==> config.mk <==
export PLATFORM = sky130hd
export DESIGN_NAME = gray_filter_rtl
export DESIGN_NICKNAME = d
export VERILOG_FILES = /design/src/rtl/gray_pkg.sv /design/src/rtl/gray_dot3.sv /design/src/rtl/gray_filter_rtl.sv
export SDC_FILE = /design/constraint.sdc
export NUM_CORES = 1
export LEC_CHECK = 0
export BUFFER_PORTS_ARGS = -buffer_cell sky130_fd_sc_hd__buf_4
export CORE_ASPECT_RATIO = 1.1
export CORE_MARGIN = 2
export CORE_UTILIZATION = 40
export DETAILED_ROUTE_END_ITERATION = 12
export SLEW_MARGIN = 40
export SYNTH_ARGS = -nofsm -noshare
export SYNTH_HDL_FRONTEND = slang
export SYNTH_HIERARCHICAL = 1
export SYNTH_SLANG_ARGS = --single-unit
==> constraint.sdc <==
create_clock -name ap_clk -period 3.23 [get_ports ap_clk]
set_input_delay 0.4845 -clock ap_clk [delete_from_list [all_inputs] [get_ports ap_clk]]
set_output_delay 0.4845 -clock ap_clk [all_outputs]
set_load 0.03 [all_outputs]
==> src/rtl/gray_pkg.sv <==
// Shared constants, widths and FSM encoding for the grayscale filter.
package gray_pkg;

  localparam int unsigned PIX_W   = 8;
  localparam int unsigned ACC_W   = 16;
  localparam int unsigned COEF_R  = 77;
  localparam int unsigned COEF_G  = 150;
  localparam int unsigned COEF_B  = 29;
  localparam int unsigned ROUND_C = 128;

  typedef enum logic [1:0] {
    IDLE = 2'd0,
    MUL  = 2'd1,
    ADD  = 2'd2,
    OUT  = 2'd3
  } state_t;

endpackage

==> src/rtl/gray_dot3.sv <==
// Two-stage weighted dot product (R,G,B) -> 16-bit luma sum, top byte exported.
// Define GRAY_FILTER_ROUND_EN to add a half-LSB bias before truncation.
module gray_dot3
  import gray_pkg::*;
(
  input  logic             clk_i,
  input  logic             rst_i,
  input  logic             mul_en_i,
  input  logic             add_en_i,
  input  logic [PIX_W-1:0] red_i,
  input  logic [PIX_W-1:0] green_i,
  input  logic [PIX_W-1:0] blue_i,
  output logic [PIX_W-1:0] gray_o
);

`ifdef GRAY_FILTER_ROUND_EN
  localparam logic [ACC_W-1:0] BIAS = ACC_W'(ROUND_C);
`else
  localparam logic [ACC_W-1:0] BIAS = '0;
`endif

  logic [ACC_W-1:0] prod_r_q, prod_r_d;
  logic [ACC_W-1:0] prod_g_q, prod_g_d;
  logic [ACC_W-1:0] prod_b_q, prod_b_d;
  logic [ACC_W-1:0] sum_q, sum_d;
  logic             unused_sum_lsb;

  // Worst case 65280 (+128) fits in 16 bits, so no carry-out is needed.
  always_comb begin
    prod_r_d = ACC_W'(COEF_R) * ACC_W'(red_i);
    prod_g_d = ACC_W'(COEF_G) * ACC_W'(green_i);
    prod_b_d = ACC_W'(COEF_B) * ACC_W'(blue_i);
    sum_d    = prod_r_q + prod_g_q + prod_b_q + BIAS;
  end

  always_ff @(posedge clk_i or posedge rst_i) begin
    if (rst_i) begin
      prod_r_q <= '0;
      prod_g_q <= '0;
      prod_b_q <= '0;
      sum_q    <= '0;
    end else begin
      if (mul_en_i) begin
        prod_r_q <= prod_r_d;
        prod_g_q <= prod_g_d;
        prod_b_q <= prod_b_d;
      end
      if (add_en_i) begin
        sum_q <= sum_d;
      end
    end
  end

  assign gray_o         = sum_q[ACC_W-1 -: PIX_W];
  assign unused_sum_lsb = ^sum_q[ACC_W-PIX_W-1:0];

endmodule

==> src/rtl/gray_filter_rtl.sv <==
// ap_ctrl_hs grayscale pixel core: IDLE -> MUL -> ADD -> OUT, one pixel per 4 cycles.
// Build option: GRAY_FILTER_ROUND_EN selects round-to-nearest in gray_dot3.
module gray_filter_rtl
  import gray_pkg::*;
(
  input  logic       ap_clk,
  input  logic       ap_rst,
  input  logic       ap_start,
  input  logic [7:0] red,
  input  logic [7:0] green,
  input  logic [7:0] blue,
  output logic       ap_ready,
  output logic       ap_done,
  output logic       ap_idle,
  output logic [7:0] ap_return
);

  state_t           state_q, state_d;
  logic [PIX_W-1:0] red_q, green_q, blue_q;
  logic [PIX_W-1:0] ret_d;
  logic [PIX_W-1:0] gray;
  logic             done_d;
  logic             accept;
  logic             mul_en;
  logic             add_en;

  // Next state, stage enables and handshake; ap_ready is gated off during reset.
  always_comb begin
    state_d = state_q;
    done_d  = 1'b0;
    ret_d   = ap_return;
    accept  = 1'b0;
    mul_en  = 1'b0;
    add_en  = 1'b0;
    case (state_q)
      IDLE: begin
        if (ap_start && !ap_rst) begin
          accept  = 1'b1;
          state_d = MUL;
        end
      end
      MUL: begin
        mul_en  = 1'b1;
        state_d = ADD;
      end
      ADD: begin
        add_en  = 1'b1;
        state_d = OUT;
      end
      OUT: begin
        done_d  = 1'b1;
        ret_d   = gray;
        state_d = IDLE;
      end
      default: state_d = IDLE;
    endcase
  end

  always_ff @(posedge ap_clk or posedge ap_rst) begin
    if (ap_rst) begin
      state_q   <= IDLE;
      ap_done   <= 1'b0;
      ap_return <= '0;
      red_q     <= '0;
      green_q   <= '0;
      blue_q    <= '0;
    end else begin
      state_q   <= state_d;
      ap_done   <= done_d;
      ap_return <= ret_d;
      if (accept) begin
        red_q   <= red;
        green_q <= green;
        blue_q  <= blue;
      end
    end
  end

  assign ap_ready = accept;
  assign ap_idle  = (state_q == IDLE);

  gray_dot3 u_dot3 (
    .clk_i    (ap_clk),
    .rst_i    (ap_rst),
    .mul_en_i (mul_en),
    .add_en_i (add_en),
    .red_i    (red_q),
    .green_i  (green_q),
    .blue_i   (blue_q),
    .gray_o   (gray)
  );

endmodule
* Yosys cells after proc, flatten, opt, wreduce, memory -nomap -nowiden *
Cells that the tools add are included.
Widths: inputs -> output; s select.

word-level totals
  bits in registers = 94
  bits in latches = 0
  memory bits (writable) = 0
  memory bits (read-only) = 0
  input bits = 27
  output and inout bits = 11
  logic and storage cells = 29
  memories = 0

operators by class
  add/subtract/negate cells = 2
  $mul = 3
  div/mod/pow operators = 0
  $lt $le $gt $ge = 0
  equal/unequal tests = 4
  shift operators = 0
  multiplexer cells = 7
  bitwise gates (word level) = 0
  reduce and logical (&&, ||, !) cells = 3

operator list
  kind                  count
  $mul 7x8->15 const A  2
  $add 15x16->16        1
  $add 16x13->16        1
  $mul 5x8->13 const A  1
  $pmux 2 s4            1
  $mux 1                5
  $eq 2x2->1 const B    2
  $eq 2x1->1 const B    1
  $logic_not 2->1       1
  $mux 2                1
  $ne 2x1->1 const B    1
  $logic_and 1x1->1     1
  $logic_not 1->1       1

* Depth between registers and ports, before layout *
Gate-level depths: netlist of the first run.

  word-level depth = 4
  mapped depth = 14
  gate-level depth less buffers = 14

* By module *
The synthesis of the first run kept the hierarchy.

modules (own cells, without submodules)
  module           times used  cells an instance  area each (µm²)  sequential area each (µm²)
  gray_dot3        1           556                5565.3           1276.2
  gray_filter_rtl  1           87                 1466.4           875.8

* Worst setup path before layout of the first run *
No wires, ideal clock.

  path kind = reg-to-reg
  start point = register green_q[4]
  end point = register u_dot3.prod_g_q[14]
  library setup time = 95 ps
  data arrival time = 3370 ps
  required time = 3135 ps
  path slack = -236 ps
  stages on the path, launching flop included = 14
  path buffers = 0
  clock period less this slack = 3466 ps
  path through = dfrtp_1 -> ha_1 -> ha_1 -> inv_1 -> fa_1 -> fa_1 -> inv_1 -> ha_1 -> a21oi_1 -> o21bai_1 -> a2111oi_0 -> nor3_1 -> o21a_1 -> o31ai_1

on the way
  longest elaborated chain between the ends = 1

RTL lines
  what                    line                   RTL
  from (decl)             gray_filter_rtl.sv:19  logic [PIX_W-1:0] red_q, green_q, blue_q;
  from (signal assigned)  gray_filter_rtl.sv:73  green_q <= green;
  $mul 7x8->15            gray_dot3.sv:31        prod_g_d = ACC_W'(COEF_G) * ACC_W'(green_i);
  to (signal assigned)    gray_dot3.sv:45        prod_g_q <= prod_g_d;
  to (decl)               gray_dot3.sv:23        logic [ACC_W-1:0] prod_g_q, prod_g_d;

Every way passes these cells.
A chain may end at the register's enable or synchronous reset.

* Final worst setup path of the first run *
  start point = register green_q[5]
  end point = register u_dot3.prod_g_q[13]

The elaborated chain is that of the path after synthesis.

==> results by group, run 1 <==
Global routing
  • Global-route wire length before repair: 24000 um
  • Vias in the first global route: 5052
  • Global route overflow: 0
  • Global-route usage over all layers: 16.3%
  • Largest net degree at the start of global routing: 56
  • Initial antenna violation count: 0

Logic synthesis
  • Sequential fraction of the synthesis area: 30.6%
  • Number of distinct library cells after synthesis: 60
  • Ys Warns: 6
  • Top-count cell post-synth: ha_1
  • Commonest cells post-synth: ha_1 (118), dfrtp_1 (86), inv_1 (85)
  • Synth Flop Type: dfrtp_1
  • Cells after Synth: 643
  • Flop and latch count out of synthesis: 86
  • Netlist Area Pre-Place: 7030 um^2
  • Syn_area_per_cell: 10.9 um^2
  • Post-synth EDFFs: 0
  • Top-area cell type share of the netlist area: 30.6%
  • FFs w/ async S/R, synth: 100%
  • Top cells by area, synth: dfrtp_1 (31%), ha_1 (21%), fa_1 (11%), mux2_2 (6.6%), inv_1 (4.5%)
  • Post-Syn Nets: 826
  • Largest area contributor in the netlist: dfrtp_1

Placement
  • Dpl ws: -0.156 ns
  • Placed Cells: 947
  • IO Port Bufs: 37
  • HPWL Detailed: 10900 um
  • Gpl congestion: 0.854

Setup path
  • Crit path kind: reg2reg
  • Worst r2r src: green_q[5]
  • R2R setup slack: -0.10 ns
  • CP cell instances: ha_1, ha_1, fa_1, ha_1, ha_1, a2111oi_4, o21a_1, o31ai_4, xor2_1, mux2_2
  • Crit path required time: 3.47 ns
  • Crit. End Element: flop
  • Reg2Reg Depth: 10
  • Crit Path Max Fanout: 4
  • Setup crit start kind: flop
  • Max incr delay on CP: 0.43 ns
  • Worst r2r dst: u_dot3/prod_g_q[13]
  • Cell at the slowest stage of the critical path: fa_1
  • Worst path most repeated cell: ha_1
  • Critical Path AT: 3.57 ns

Die
  • Initial Util: 41.0%
  • Die width: 130 um
  • I/O pins: 38
  • Row cnt: 50
  • Total core area: 17100 um^2
  • Die ar.: 18700 um^2
  • Die H: 143 um

Drt
  • Pre-Repair DR Iteration Count: 4
  • DR vias: 4827
  • DR vias/cell: 4.98
  • Detail Route Antenna Nets: 0
  • Drt drc: 0
  • DR WL/cell: 15.0 um
  • Total Wirelength: 14500 um
  • Initial DRC count: 210

CTS
  • Clk pin slew, worst setup/hold paths: 0.07 ns
  • CTS tree: built
  • Clock Sinks: 86
  • CTS Buf Count: 9
  • Root buf cell: clkbuf_16
  • Cts hold-fix bufs: 0
  • Max Buffers Root-to-Sink: 2
  • Skew-Pair Late Insertion Delay: 0.35 ns
  • H-tree level count: 3

Finish
  • Diodes inserted: 0
  • Non-Filler Instances: 969
  • Area Growth Syn to Fin: 23.7%
  • Post-layout net count: 913
  • Layout cells sized above 1: 32.7%

STA
  • Fmax: 300 MHz
  • Post-Route Skew: 0.00693 ns
  • Post-route minimum period: 3.33 ns
  • Slew Limit Fails: 0
  • Slew HR: 56.2%
  • Hold Vio Cnt, Final: 0
  • RSZ-0062 raised after global routing: yes
  • Final setup fails: 5
  • Final period util: 103%
  • Final setup margin: -0.100 ns
  • Worst-Margin Slew: 0.657 ns

Outcome
  • Failing checks: negative setup slack
  • Status: finished, violations left

Job
  • Max-Cap Viols: 0

Hold path
  • Hold Crit Class: in2async
stage by stage:
step                instance area, um^2  TNS, ns  utilization, %  hold WS, ns
finish                             8700   -0.287            50.7        0.242
global route                       8700    -1.29            50.7        0.308
CTS                                8350   -0.430            48.7        0.282
detailed placement                 7950    -1.18            46.4        0.482
global placement                   7950   -0.332            46.4        0.469
floorplan                          7100  -0.0336               -        0.446
state kept, by name, indices dropped and copies added, names as in the netlist:
signal	flops
u_dot3/prod_g_q	15
red_q	8
green_q	8
u_dot3/prod_r_q	15
ap_return	8
u_dot3/prod_b_q	13
blue_q	8
ap_done	1
state_q	2
u_dot3/sum_q	8
routing by layer:
metal | up-vias | track usage [%] | routed length [um]
met1 | 2356 | 20.4 | 6570
met5 | - | 0 | 0
met4 | 0 | 5.26 | 243
met2 | 40 | 28.8 | 7400
li1 | 2415 | - | -
met3 | 16 | 2.51 | 273
critical path, delay by kind of cell (launching register included):
kind / cells / cell delay [ns]
AO/OA/AOI/OAI: 3 / 0.66
XOR/XNOR: 1 / 0.16
flip-flops: 1 / 0.42
adder cells (fa/ha/maj): 5 / 1.72
multiplexers: 1 / 0.27
kinds of logic after synthesis:
logic type	synth area share, %
fa+ha+maj	31.8
buf+inv	5.52
compound gates	10.1
xor+xnor	2.86
flops	30.6
simple gates	7.88
mux	11.2
layout make-up:
cell class	count	area [um^2]
Clock buffer	12	256
Inverter	86	325
Timing Repair Buffer	89	683
Sequential cell	86	2150
Fill cell	1541	8450
Tap cell	234	293
Clock inverter	4	55.1
Multi-Input combinational cell	458	4930
how the worst max path moves through the flow:
| stage | slack, ns | start | cells after the start | end |
|---|---|---|---|---|
| 2_1_floorplan | -0.02 | red_q[5] | 11 | u_dot3/prod_r_q[11] |
| 3_3_place_gp | -0.08 | green_q[6] | 13 | u_dot3/prod_g_q[14] |
| 3_5_place_dp | -0.16 | green_q[6] | 13 | u_dot3/prod_g_q[14] |
| 4_1_cts | -0.11 | green_q[6] | 13 | u_dot3/prod_g_q[14] |
| 5_1_grt | -0.21 | green_q[5] | 10 | u_dot3/prod_g_q[13] |
| 6_report | -0.10 | green_q[5] | 10 | u_dot3/prod_g_q[13] |
cells in the final DEF, fill, tap and decap left out, types with 5 or more instances in the layout:
master / Yosys / routed
a21o_1: 8 / 8
inv_2: 0 / 9
xnor2_1: 16 / 14
a21oi_1: 25 / 19
or3_1: 5 / 5
nand2_1: 27 / 24
nand3_1: 5 / 5
nand4_1: 7 / 7
o31ai_1: 9 / 5
mux2_2: 41 / 39
inv_1: 85 / 75
o21a_1: 7 / 7
o211ai_1: 5 / 5
clkbuf_16: 0 / 9
nor2_1: 31 / 28
fa_1: 38 / 36
mux2_4: 19 / 21
buf_4: 0 / 85
dfrtp_1: 86 / 84
ha_1: 118 / 101
nor3_1: 10 / 7
xor2_1: 7 / 7
o21ai_0: 18 / 14
ha_4: 0 / 14
nand3b_1: 5 / 5
what timing repair did:
| item | 4_1_cts | 5_1_grt |
|---|---|---|
| endpoints found under the setup margin | 13 | 18 |
| hold endpoints to repair | 0 | 0 |
| buffers inserted | 5 | 1 |
| pin swaps | 10 | 19 |
| resized for setup | 16 | 61 |
Power of run 1 is not shown: default switching activity piles up to over one toggle a cycle in this logic, so the estimate is an artifact.
==> run 2: changes to the inputs <==
Settings changed: CTS_BUF_LIST set to sky130_fd_sc_hd__clkbuf_2 sky130_fd_sc_hd__clkbuf_4 sky130_fd_sc_hd__clkbuf_8.
==> run 2 against run 1 <==
  * The flow still finishes with violations (negative setup slack)
  * Final area fell by 1.8%
  * Cell count down 0.10%
  * Flip-flop and latch count stayed put
  * First-iteration DRC count stayed put
  * Core utilization fell by 0.91 points
  * Critical endpoint is now u_dot3/prod_g_q[14]
  * Highest routed layer unchanged
==> results by group, run 2 (synthesized netlist as in run 1, its figures left out) <==
Outcome
  • Status: finished, violations left
  • Failing checks: negative setup slack

Setup path
  • Critical Path AT: 3.64 ns
  • Cell at the slowest stage of the critical path: fa_1
  • Crit Path Max Fanout: 3
  • Reg2Reg Depth: 13
  • Crit path required time: 3.51 ns
  • Worst r2r src: green_q[6]
  • CP cell instances: ha_4, ha_4, inv_2, fa_1, fa_1, inv_2, ha_4, a21oi_4, o21bai_4, a2111oi_2, nor3_1, o21a_1, o31ai_2
  • Buf/Inv on CP: 2
  • R2R setup slack: -0.13 ns
  • Crit path kind: reg2reg
  • Worst r2r dst: u_dot3/prod_g_q[14]
  • Crit. End Element: flop
  • Worst path most repeated cell: ha_4
  • Critical path startpoint: green_q[6]
  • Top delay family on crit path: adder cells
  • Levels on crit path: 13
  • Max incr delay on CP: 0.51 ns
  • End point of the critical path: u_dot3/prod_g_q[14]
  • Setup crit start kind: flop

Die
  • Row cnt: 50
  • Initial Util: 41.0%
  • Die width: 130 um
  • I/O pins: 38
  • Total core area: 17100 um^2
  • Die H: 143 um
  • Die ar.: 18700 um^2

CTS
  • Max Buffers Root-to-Sink: 2
  • CTS tree: built
  • Root buf cell: clkbuf_8
  • H-tree level count: 3
  • Clk pin slew, worst setup/hold paths: 0.09 ns
  • Skew-Pair Late Insertion Delay: 0.37 ns
  • Clock Sinks: 86
  • CTS Buf Count: 9

Finish
  • Leading cell type in the layout, fill and taps excluded: ha_1
  • Layout cells sized above 1: 32.2%
  • Area Growth Syn to Fin: 21.5%
  • Post-layout net count: 912
  • Diodes inserted: 0
  • Commonest cells after routing, fill and taps aside: ha_1 (104), dfrtp_1 (86), buf_4 (85), inv_1 (73), mux2_2 (38)
  • Final Core Density: 49.8%
  • Non-Filler Instances: 968
  • Top Registers: u_dot3/prod_g_q (15), u_dot3/prod_r_q (15), u_dot3/prod_b_q (13)

Global routing
  • Initial antenna violation count: 0
  • Global route overflow: 0
  • Largest net degree at the start of global routing: 56
  • Vias in the first global route: 5036
  • Global-route usage over all layers: 16.2%
  • Global-route wire length before repair: 23900 um

Drt
  • Initial DRC count: 210
  • Drt drc: 0
  • Detail Route Antenna Nets: 0
  • DR vias/cell: 5.03
  • DR vias: 4869
  • Met1 WL: 6500 um
  • Total Wirelength: 14300 um
  • DR WL/cell: 14.8 um
  • Met2 wire length: 7230 um
  • Uppermost layer routed: met4
  • Pre-Repair DR Iteration Count: 4
  • DR WL met3: 332 um

Placement
  • HPWL Detailed: 10900 um
  • IO Port Bufs: 37
  • Dpl ws: -0.156 ns
  • Placed Cells: 947
  • Gpl congestion: 0.854

STA
  • RSZ-0062 raised after global routing: yes
  • WHS: 0.216 ns
  • Hold Vio Cnt, Final: 0
  • Worst-Margin Slew: 0.659 ns
  • Slew Limit Fails: 0
  • Slew HR: 56.1%
  • Final setup margin: -0.130 ns
  • Final setup fails: 5
  • Post-Route Skew: 0.0103 ns
  • Post-route minimum period: 3.36 ns
  • Fmax: 298 MHz
  • Final period util: 104%

Job
  • Max-Cap Viols: 0

Hold path
  • Hold Crit Class: in2async
==> run 2: cell count changes in the layout (fill, tap and decap cells not counted), moves of 2 or more <==
cell / previous run / this run
clkbuf_16: 9 / 0
clkbuf_8: 2 / 11
dfrtp_1: 84 / 86
dfrtp_2: 2 / 0
ha_1: 101 / 104
ha_4: 14 / 12
inv_1: 75 / 73
inv_2: 9 / 11
==> run 2: worst reg2reg max path: cells and delay by family, from the launching register on <==
family / cells / cell delay [ns]
and+or+nand+nor: 1 / 0.13
AOI/OAI and AO/OA: 5 / 0.98
DFF: 1 / 0.42
adders and majority gates: 5 / 1.67
buffers and inverters: 2 / 0.08
==> run 2: how the worst min path moves through the flow <==
| stage | start | end | slack, ns | cells after the start |
|---|---|---|---|---|
| final | ap_rst | u_dot3/sum_q[10] | 0.22 | 2 |
| after global routing | ap_rst | u_dot3/sum_q[10] | 0.27 | 2 |
| after CTS | ap_rst | u_dot3/sum_q[13] | 0.24 | 2 |
| after detailed placement | u_dot3/prod_r_q[14] | u_dot3/prod_r_q[14] | 0.48 | 1 |
| after global placement | u_dot3/sum_q[11] | u_dot3/sum_q[11] | 0.47 | 2 |
| after floorplan | u_dot3/sum_q[11] | u_dot3/sum_q[11] | 0.45 | 2 |
==> run 2: through the flow <==
| step | area (um^2) | setup TNS (ns) |
|---|---|---|
| after floorplan | 7100 | -0.0336 |
| after global placement | 7950 | -0.332 |
| after detailed placement | 7950 | -1.18 |
| after CTS | 8270 | -0.337 |
| after global routing | 8540 | -1.29 |
| final | 8540 | -0.321 |
==> run 2: final cells by class <==
type / count / area (um^2)
tap: 234 / 293
clock buffer: 12 / 159
sequential: 86 / 2150
clock inverter: 4 / 55.1
inverter: 86 / 325
fill: 1550 / 8600
multi-input combinational: 458 / 4880
timing repair buffer: 88 / 672
==> run 2: layer usage <==
layer	vias to the layer above	GRT usage, %
met1	2356	20.4
li1	2411	-
met2	74	28.7
met3	28	2.62
met5	-	0
met4	0	4.70
==> run 2: what timing repair did <==
item                                    in CTS  in global routing
cloned                                       0                  0
pin swaps                                   11                 28
hold buffers                                 0                  0
endpoints found under the setup margin      13                 20
setup buffers                                5                  0
gates resized for setup                     21                 50
Power of run 2 is left out for the same reason.
==> run 3: changes to the inputs <==
Settings changed: BUFFER_PORTS_ARGS -buffer_cell sky130_fd_sc_hd__buf_4 to -buffer_cell sky130_fd_sc_hd__buf_2, RECOVER_POWER set to 50.
==> run 3 against run 2 <==
  * The run ends with max-capacitance violations, max-slew violations, negative setup slack left
  * Register-to-register slack about the same
  * Final area increased by 0.67%
  * First-iteration DRC count decreased by 28%
  * Non-clock buffer count increased by 6
  * Sequential share of layout area decreased by 0.11 points
  * Core utilization increased by 0.34 points
  * Cell count increased by 0.62%
  * Critical path type unchanged
==> results by group, run 3 (synthesized netlist as in run 1, its figures left out) <==
Setup path
  • Crit. End Element: flop
  • Crit path required time: 3.49 ns
  • R2R setup slack: -0.12 ns
  • Critical Path AT: 3.61 ns
  • Setup crit start kind: flop
  • Reg2Reg Depth: 13
  • Crit path kind: reg2reg
  • Worst r2r dst: u_dot3/prod_g_q[12]
  • Worst r2r src: green_q[6]
  • Crit Path Max Fanout: 3

CTS
  • CTS tree: built
  • Skew-Pair Late Insertion Delay: 0.38 ns
  • H-tree level count: 3
  • Clock Sinks: 86
  • Root buf cell: clkbuf_8
  • Max Buffers Root-to-Sink: 2
  • CTS Buf Count: 9
  • Clk pin slew, worst setup/hold paths: 0.10 ns

Global routing
  • Global-route wire length before repair: 25000 um
  • Largest net degree at the start of global routing: 56
  • Global-route usage over all layers: 16.9%
  • Global route overflow: 0
  • Initial antenna violation count: 0
  • Vias in the first global route: 5223

STA
  • Final setup fails: 5
  • Final period util: 104%
  • RSZ-0062 raised after global routing: yes
  • Worst-Margin Slew: 2.16 ns
  • Fmax: 299 MHz
  • WHS: 0.326 ns
  • Final setup margin: -0.115 ns
  • Post-route minimum period: 3.35 ns
  • Slew HR: -44.0%
  • Hold Vio Cnt, Final: 0
  • Slew Limit Fails: 88
  • Post-Route Skew: 0.0105 ns

Die
  • Die H: 143 um
  • Row cnt: 50
  • Die ar.: 18700 um^2
  • I/O pins: 38
  • Die width: 130 um
  • Initial Util: 41.0%
  • Total core area: 17100 um^2

Drt
  • DR WL/cell: 15.4 um
  • Pre-Repair DR Iteration Count: 4
  • DR vias: 4905
  • Drt drc: 0
  • DR vias/cell: 5.04
  • Detail Route Antenna Nets: 0
  • Initial DRC count: 152
  • Total Wirelength: 15000 um

Outcome
  • Failing checks: max-capacitance violations, max-slew violations, negative setup slack
  • Status: finished, violations left

Finish
  • Non-Filler Instances: 974
  • Diodes inserted: 0
  • Layout cells sized above 1: 34.3%
  • Post-layout net count: 918
  • Area Growth Syn to Fin: 22.3%
  • Post-route cell area: 8600 um^2
  • Leading cell type in the layout, fill and taps excluded: ha_1
  • Commonest cells after routing, fill and taps aside: ha_1 (92), dfrtp_1 (82), inv_1 (73), buf_4 (56), mux2_2 (40)
  • Top Registers: u_dot3/prod_g_q (15), u_dot3/prod_r_q (15), u_dot3/prod_b_q (13)

Placement
  • Dpl ws: -0.171 ns
  • HPWL Detailed: 11100 um
  • Placed Cells: 948
  • Gpl congestion: 0.852
  • Area after DPL: 7870 um^2
  • IO Port Bufs: 37

Hold path
  • WHS Endpoint: blue_q[6]
  • Hold Crit Class: in2reg
  • Hold path cells: 2
  • Beginning of the worst hold path: blue[6]

Job
  • Max-Cap Viols: 2
[run 3: layout make-up]
cell class | count | area (um^2)
clock buffer | 10 | 138
clock inverter | 6 | 71.3
fill | 1579 | 8540
inverter | 86 | 323
multi-input combinational | 458 | 5010
sequential | 86 | 2160
tap | 234 | 293
timing repair buffer | 94 | 608
[run 3: per-stage QoR]
step	util (%)	setup TNS, ns
floorplan	-	-0.0336
CTS	48.1	-0.341
detailed placement	45.9	-1.13
global placement	45.9	-0.321
global route	50.2	-1.29
finish	50.2	-0.397
[run 3: how the worst max path moves through the flow]
| stage | startpoint | end |
|---|---|---|
| 6_report | green_q[6] | u_dot3/prod_g_q[12] |
| 5_1_grt | green_q[6] | u_dot3/prod_g_q[14] |
| 4_1_cts | green_q[6] | u_dot3/prod_g_q[14] |
| 3_5_place_dp | blue_q[1] | u_dot3/prod_b_q[11] |
| 3_3_place_gp | green_q[6] | u_dot3/prod_g_q[14] |
| 2_1_floorplan | red_q[5] | u_dot3/prod_r_q[11] |
[run 3: what timing repair did]
item	CTS	global route
endpoints found under the setup margin	14	19
endpoints found under the hold margin	0	0
hold buffers	0	0
buffers inserted	5	5
resized for setup	26	55
pin swaps	10	28
[run 3: worst max-delay path, cell delays in order (launching register included)]
cell and delay (ns):
dfrtp_1 0.42, ha_4 0.26, ha_4 0.26, inv_2 0.03
fa_1 0.45, fa_1 0.40, inv_1 0.12, ha_4 0.23
a21oi_4 0.22, o21bai_4 0.12, a21oi_2 0.16, o41ai_2 0.10
xor2_1 0.19, mux2_4 0.27
[run 3: layer usage]
metal / GRT usage [%] / share of wire (%)
met3: 1.80 / 2.0
met5: 0 / 0
met4: 7.11 / 2.9
met2: 29.5 / 50
met1: 21.3 / 45
Power of run 3 is left out for the same reason.
